--- config.mk ---
export PLATFORM = sky130hd
export DESIGN_NAME = fetch_unit
export DESIGN_NICKNAME = d
export VERILOG_FILES = /design/src/rtl/proc_pkg.sv /design/src/rtl/pc_reg.sv /design/src/rtl/fetch_unit.sv
export SDC_FILE = /design/constraint.sdc
export NUM_CORES = 1
export LEC_CHECK = 0
export BUFFER_PORTS_ARGS = -buffer_cell sky130_fd_sc_hd__buf_4
export CORE_MARGIN = 5
export CORE_UTILIZATION = 49
export CTS_BUF_LIST = sky130_fd_sc_hd__clkbuf_2 sky130_fd_sc_hd__clkbuf_4 sky130_fd_sc_hd__clkbuf_8
export DETAILED_ROUTE_END_ITERATION = 16
export HOLD_SLACK_MARGIN = 0.03
export PLACE_DENSITY = 0.81
export SYNTH_ARGS = -nofsm -noshare
export SYNTH_HDL_FRONTEND = slang
export SYNTH_SLANG_ARGS = --single-unit
--- constraint.sdc ---
create_clock -name clk -period 2.3 [get_ports clk]
set_input_delay 0.46 -clock clk [delete_from_list [all_inputs] [get_ports clk]]
set_output_delay 0.46 -clock clk [all_outputs]
set_load 0.02 [all_outputs]
--- src/rtl/proc_pkg.sv ---
// Shared processor definitions: opcodes, instruction field layout, fetch FSM
// states and the issued-instruction record.
package proc_pkg;

  localparam logic [3:0] OP_CMP = 4'b1000;
  localparam logic [3:0] OP_LD  = 4'b1100;
  localparam logic [3:0] OP_ST  = 4'b1101;
  localparam logic [3:0] OP_MOV = 4'b1011;
  localparam logic [3:0] OP_NOT = 4'b0110;
  localparam logic [3:0] OP_BT  = 4'b1110;
  localparam logic [3:0] OP_NOP = 4'b1111;

  localparam int INSTR_W    = 16;
  localparam int OPCODE_MSB = 15;
  localparam int OPCODE_LSB = 12;
  localparam int RD_MSB     = 11;
  localparam int RD_LSB     = 8;
  localparam int RA_MSB     = 7;
  localparam int RA_LSB     = 4;
  localparam int RB_MSB     = 3;
  localparam int RB_LSB     = 0;

  typedef enum logic [1:0] {
    ST_IDLE = 2'd0,
    ST_FILL = 2'd1,
    ST_RUN  = 2'd2
  } fetch_state_e;

  typedef struct packed {
    logic [3:0] opcode;
    logic [3:0] rd;
    logic [3:0] ra;
    logic [3:0] rb_imm;
    logic       valid;
  } issue_t;

  // Inserted pipeline bubble: never confused with a program NOP because valid=0.
  function automatic issue_t make_bubble(input logic [3:0] nop_op);
    issue_t b;
    b.opcode = nop_op;
    b.rd     = 4'd0;
    b.ra     = 4'd0;
    b.rb_imm = 4'd0;
    b.valid  = 1'b0;
    return b;
  endfunction

  function automatic issue_t decode_word(input logic [INSTR_W-1:0] w);
    issue_t d;
    d.opcode = w[OPCODE_MSB:OPCODE_LSB];
    d.rd     = w[RD_MSB:RD_LSB];
    d.ra     = w[RA_MSB:RA_LSB];
    d.rb_imm = w[RB_MSB:RB_LSB];
    d.valid  = 1'b1;
    return d;
  endfunction

endpackage

--- src/rtl/pc_reg.sv ---
// Program counter: synchronous clear, load, increment with natural wrap, or hold.
module pc_reg #(
  parameter int ADDR_W = 8
) (
  input  logic              clk,
  input  logic              rst,
  input  logic              clear,
  input  logic              load,
  input  logic              inc,
  input  logic [ADDR_W-1:0] load_val,
  output logic [ADDR_W-1:0] pc
);

  localparam logic [ADDR_W-1:0] ONE = {{(ADDR_W-1){1'b0}}, 1'b1};

  logic [ADDR_W-1:0] pc_reg_q;

  // Load beats increment; the adder simply rolls over at the top of memory.
  always_ff @(posedge clk) begin
    if (rst || clear) begin
      pc_reg_q <= '0;
    end else if (load) begin
      pc_reg_q <= load_val;
    end else if (inc) begin
      pc_reg_q <= pc_reg_q + ONE;
    end
  end

  assign pc = pc_reg_q;

endmodule

--- src/rtl/fetch_unit.sv ---
// Instruction fetch stage: IDLE/FILL/RUN sequencing, stall hold, and a
// two-bubble branch redirect that squashes the in-flight wrong-path word.
module fetch_unit
  import proc_pkg::*;
#(
  parameter int         ADDR_W = 8,
  parameter logic [3:0] NOP_OP = 4'b1111
) (
  input  logic              clk,
  input  logic              rst,
  input  logic              start,
  input  logic              stall,
  input  logic              branch_taken,
  input  logic [ADDR_W-1:0] branch_target,
  output logic [ADDR_W-1:0] imem_addr,
  output logic              imem_re,
  input  logic [15:0]       imem_rdata,
  output logic [3:0]        opcode,
  output logic [3:0]        rd,
  output logic [3:0]        ra,
  output logic [3:0]        rb_imm,
  output logic              instr_valid
);

  fetch_state_e state_reg, state_next;
  issue_t       issue_reg, issue_next;
  logic         squash_reg, squash_next;

  logic pc_clear;
  logic pc_load;
  logic pc_inc;
  logic redirect;
  logic hold;

  always_ff @(posedge clk) begin
    if (rst) begin
      state_reg <= ST_IDLE;
    end else begin
      state_reg <= state_next;
    end
  end

  always_comb begin
    state_next = state_reg;
    case (state_reg)
      ST_IDLE: if (start) state_next = ST_FILL;
      ST_FILL: state_next = ST_RUN;
      ST_RUN:  state_next = ST_RUN;
      default: state_next = ST_IDLE;
    endcase
  end

  // Branch outranks stall, so a redirect is never lost behind a hazard hold.
  assign redirect = (state_reg == ST_RUN) && branch_taken;
  assign hold     = (state_reg == ST_RUN) && stall && !branch_taken;

  always_comb begin
    imem_re     = 1'b0;
    pc_clear    = 1'b0;
    pc_load     = 1'b0;
    pc_inc      = 1'b0;
    issue_next  = make_bubble(NOP_OP);
    squash_next = 1'b0;
    case (state_reg)
      ST_IDLE: begin
        pc_clear = 1'b1;
      end
      ST_FILL: begin
        imem_re = 1'b1;
        pc_inc  = 1'b1;
      end
      ST_RUN: begin
        if (redirect) begin
          imem_re     = 1'b1;
          pc_load     = 1'b1;
          squash_next = 1'b1;
        end else if (hold) begin
          // The memory keeps imem_rdata while imem_re=0, so nothing is lost.
          issue_next  = issue_reg;
          squash_next = squash_reg;
        end else begin
          imem_re = 1'b1;
          pc_inc  = 1'b1;
          if (!squash_reg) begin
            issue_next = decode_word(imem_rdata);
          end
        end
      end
      default: begin
        pc_clear = 1'b1;
      end
    endcase
  end

  always_ff @(posedge clk) begin
    if (rst) begin
      issue_reg  <= make_bubble(NOP_OP);
      squash_reg <= 1'b0;
    end else begin
      issue_reg  <= issue_next;
      squash_reg <= squash_next;
    end
  end

  pc_reg #(
    .ADDR_W(ADDR_W)
  ) u_pc_reg (
    .clk     (clk),
    .rst     (rst),
    .clear   (pc_clear),
    .load    (pc_load),
    .inc     (pc_inc),
    .load_val(branch_target),
    .pc      (imem_addr)
  );

  assign opcode      = issue_reg.opcode;
  assign rd          = issue_reg.rd;
  assign ra          = issue_reg.ra;
  assign rb_imm      = issue_reg.rb_imm;
  assign instr_valid = issue_reg.valid;

endmodule

==> results.sh <==
export IMPL_synth_cells=157
export IMPL_clock_latency_ns=0.32
export IMPL_placed_area_sq_mm=0.001782
export IMPL_synth_area_sq_mm=0.001355
export IMPL_setup_viol=0
export IMPL_h_tree_depth=1
export IMPL_die_y_um=62.59
export IMPL_min_period_ns=2.111
export IMPL_dp_hpwl_mm=2.546
export IMPL_grt_pass1_wl_mm=5.740
export IMPL_ys_ff_latch=28
export IMPL_synth_top_cell_area_share_pct=41.37
export IMPL_final_cell_mix="buf_4 (56), dfxtp_1 (28), a21oi_1 (23), nand2_1 (17), nor2_1 (15)"
export IMPL_fin_total_pwr_mw=1.356
export IMPL_syn2layout_area_growth_pct=33.15
export IMPL_ys_top_cells_by_area="dfxtp_1 (41%), a21oi_1 (8.5%), nand3b_1 (6.6%), ha_1 (5.5%), nand2_1 (4.7%)"
export IMPL_slew_headroom_pct=67.10
export IMPL_antenna_found_initial=0
export IMPL_slowest_stage="ha_1"
export IMPL_initial_core_util_pct=50.00
export IMPL_wl_mm=3.298
export IMPL_ctsHoldBuffers=0
export IMPL_ir_drop_mv=0.5594
export IMPL_detail_route_first_pass_iterations=4
export IMPL_setup_slack_ns=0.1885
export IMPL_grt_max_degree=19
export IMPL_worst_slew_pin_slew_ns=0.4935
export IMPL_post_route_util_pct=66.57
export IMPL_cpPeakStageDelay_ns=0.36
export IMPL_layout_cells_non_filler=241
export IMPL_synth_net_count=192
export IMPL_ys_seq_area_share_pct=41.37
export IMPL_gr_usage_all_layers_pct=17.33
export IMPL_ys_types=31
export IMPL_core_area_sq_mm=0.002710
export IMPL_routedWlPerCell_um=13.68
export IMPL_grt_setup_unrepaired="no"
export IMPL_endpoint_kind="primary output"
export IMPL_worstHoldStart="rst"
export IMPL_num_nets_final=247
export IMPL_max_cap_violations=0
export IMPL_critPathLaunch="state_reg[0]"
export IMPL_power_density_mw_per_mm2=751.4
export IMPL_route_antenna_remaining_nets=0
export IMPL_io_pins=55
export IMPL_num_rows=19
export IMPL_yosys_warnings=0
export IMPL_leakage_nw=0.7615
export IMPL_max_freq_mhz=473.6
export IMPL_skew_ns=0.004101
export IMPL_tritoncts="done"
export IMPL_nFillCells=232
export IMPL_clock_sinks=28
export IMPL_period_share_pct=91.80
export IMPL_vias=1296
export IMPL_diodes=0
export IMPL_clock_path_buffers=2
export IMPL_startpoint_type="register"
export IMPL_portBuffers=54
export IMPL_cts_setup_buffers=0
export IMPL_post_cts_resized=0
export IMPL_first_iter_violations=108
export IMPL_crit_type="reg2out"
export IMPL_viasPerCell=5.378
export IMPL_crit_required_ns=1.84
export IMPL_r2r_slack_ns=0.39
export IMPL_cts_made_buffers=3
export IMPL_dp_cells=238
export IMPL_die_w_um=62.59
export IMPL_crit_chain="inv_1, ha_1, nand3_2, a21oi_1, nor2_1, buf_4"
export IMPL_fin_area_sq_mm=0.001804
export IMPL_largest_reg_flops=8
export IMPL_grt_overflow=0
export IMPL_maxSlewViolCount=0
export IMPL_drc=0
export IMPL_root_buffer="clkbuf_4"
export IMPL_dieArea_sq_mm=0.003917
export IMPL_final_common_cell="buf_4"
export IMPL_gp_congestion=0.8159
export IMPL_drive_above_1_share_pct=31.90
export IMPL_tns_ns=0
export IMPL_hold_viol=0
export IMPL_crit_fanout=8
export IMPL_r2r_start="state_reg[0]"
export IMPL_postSynthAreaPerCell_sq_um=8.631
export IMPL_crit_arrival_ns=1.65
export IMPL_path_clk_slew_ns=0.13
export IMPL_path_buf_inv=2
export IMPL_run_status="finished clean"
export IMPL_dp_slack_ns=0.4238
export IMPL_hold_class="in2reg"
export IMPL_synth_largest_area_cell="dfxtp_1"
export IMPL_grt_pass1_vias=1310
export IMPL_path_delay_family="adder cells"
export IMPL_hold_ws_ns=0.3267
area by class of cell:
type / instances / area, sq um / share of cell area, %
well taps: 31 / 38.79 / 2.150
flip-flops and latches: 28 / 560.5 / 31.07
clock buffers: 3 / 22.52 / 1.248
repair buffers: 56 / 420.4 / 23.30
multi-input cells: 119 / 747.0 / 41.40
inverters: 4 / 15.01 / 0.8322
layer usage:
metal,GRT usage [%],wire [um],vias to the layer above
met2,31.09,1658,51
met3,3.957,239,4
met1,19.21,1353,587
li1,-,-,654
met5,0,0,-
met4,7.692,47,0
path summary, 6_finish.rpt:
kind / end / cells past startpoint
max: imem_re / 6
max reg2reg: u_pc_reg.pc[6] / 7
min: state_reg[1] / 2
min reg2reg: ra[1] / 2
synth_stat cells:
library cell,instances
nand2_1,17
and2_1,2
o21ai_0,9
buf_1,1
clkbuf_1,2
ha_1,6
nand3_2,1
nand3b_1,12
nor2_1,15
nor3b_1,1
nand4_1,2
o22ai_1,2
a21oi_1,23
nand2_4,1
a31oi_4,1
nor4b_2,1
buf_2,2
nand3_1,1
nor3_1,7
xnor2_1,4
and4b_1,1
and3_1,1
nand2b_1,5
xor2_1,1
dfxtp_1,28
buf_6,1
a211oi_1,1
inv_1,2
inv_2,2
mux2i_1,3
a2111oi_2,2
where the power goes:
part | leakage [nW] | total (mW) | internal, mW | switching, mW
clock network | 0.0138 | 0.193 | 0.0613 | 0.132
logic | 0.521 | 0.593 | 0.242 | 0.351
registers | 0.226 | 0.570 | 0.530 | 0.0407
total | 0.762 | 1.36 | 0.833 | 0.523
cell families after synthesis:
| group | share of synthesized area [%] |
|---|---|
| xor gates and xnor gates | 3.232 |
| and+or+nand+nor | 27.05 |
| buffers and inverters | 3.509 |
| DFF | 41.37 |
| AOI/OAI and AO/OA | 17.08 |
| adders and majority gates | 5.540 |
| muxes | 2.216 |
worst register-to-register path, delay by kind of cell, from the launching register on:
| family | cells | cell delay [ns] |
|---|---|---|
| flops | 1 | 0.38 |
| fa+ha+maj | 1 | 0.42 |
| simple gates | 2 | 0.25 |
| buf+inv | 2 | 0.25 |
| compound gates | 2 | 0.53 |
(Power assumes the default switching activity.)
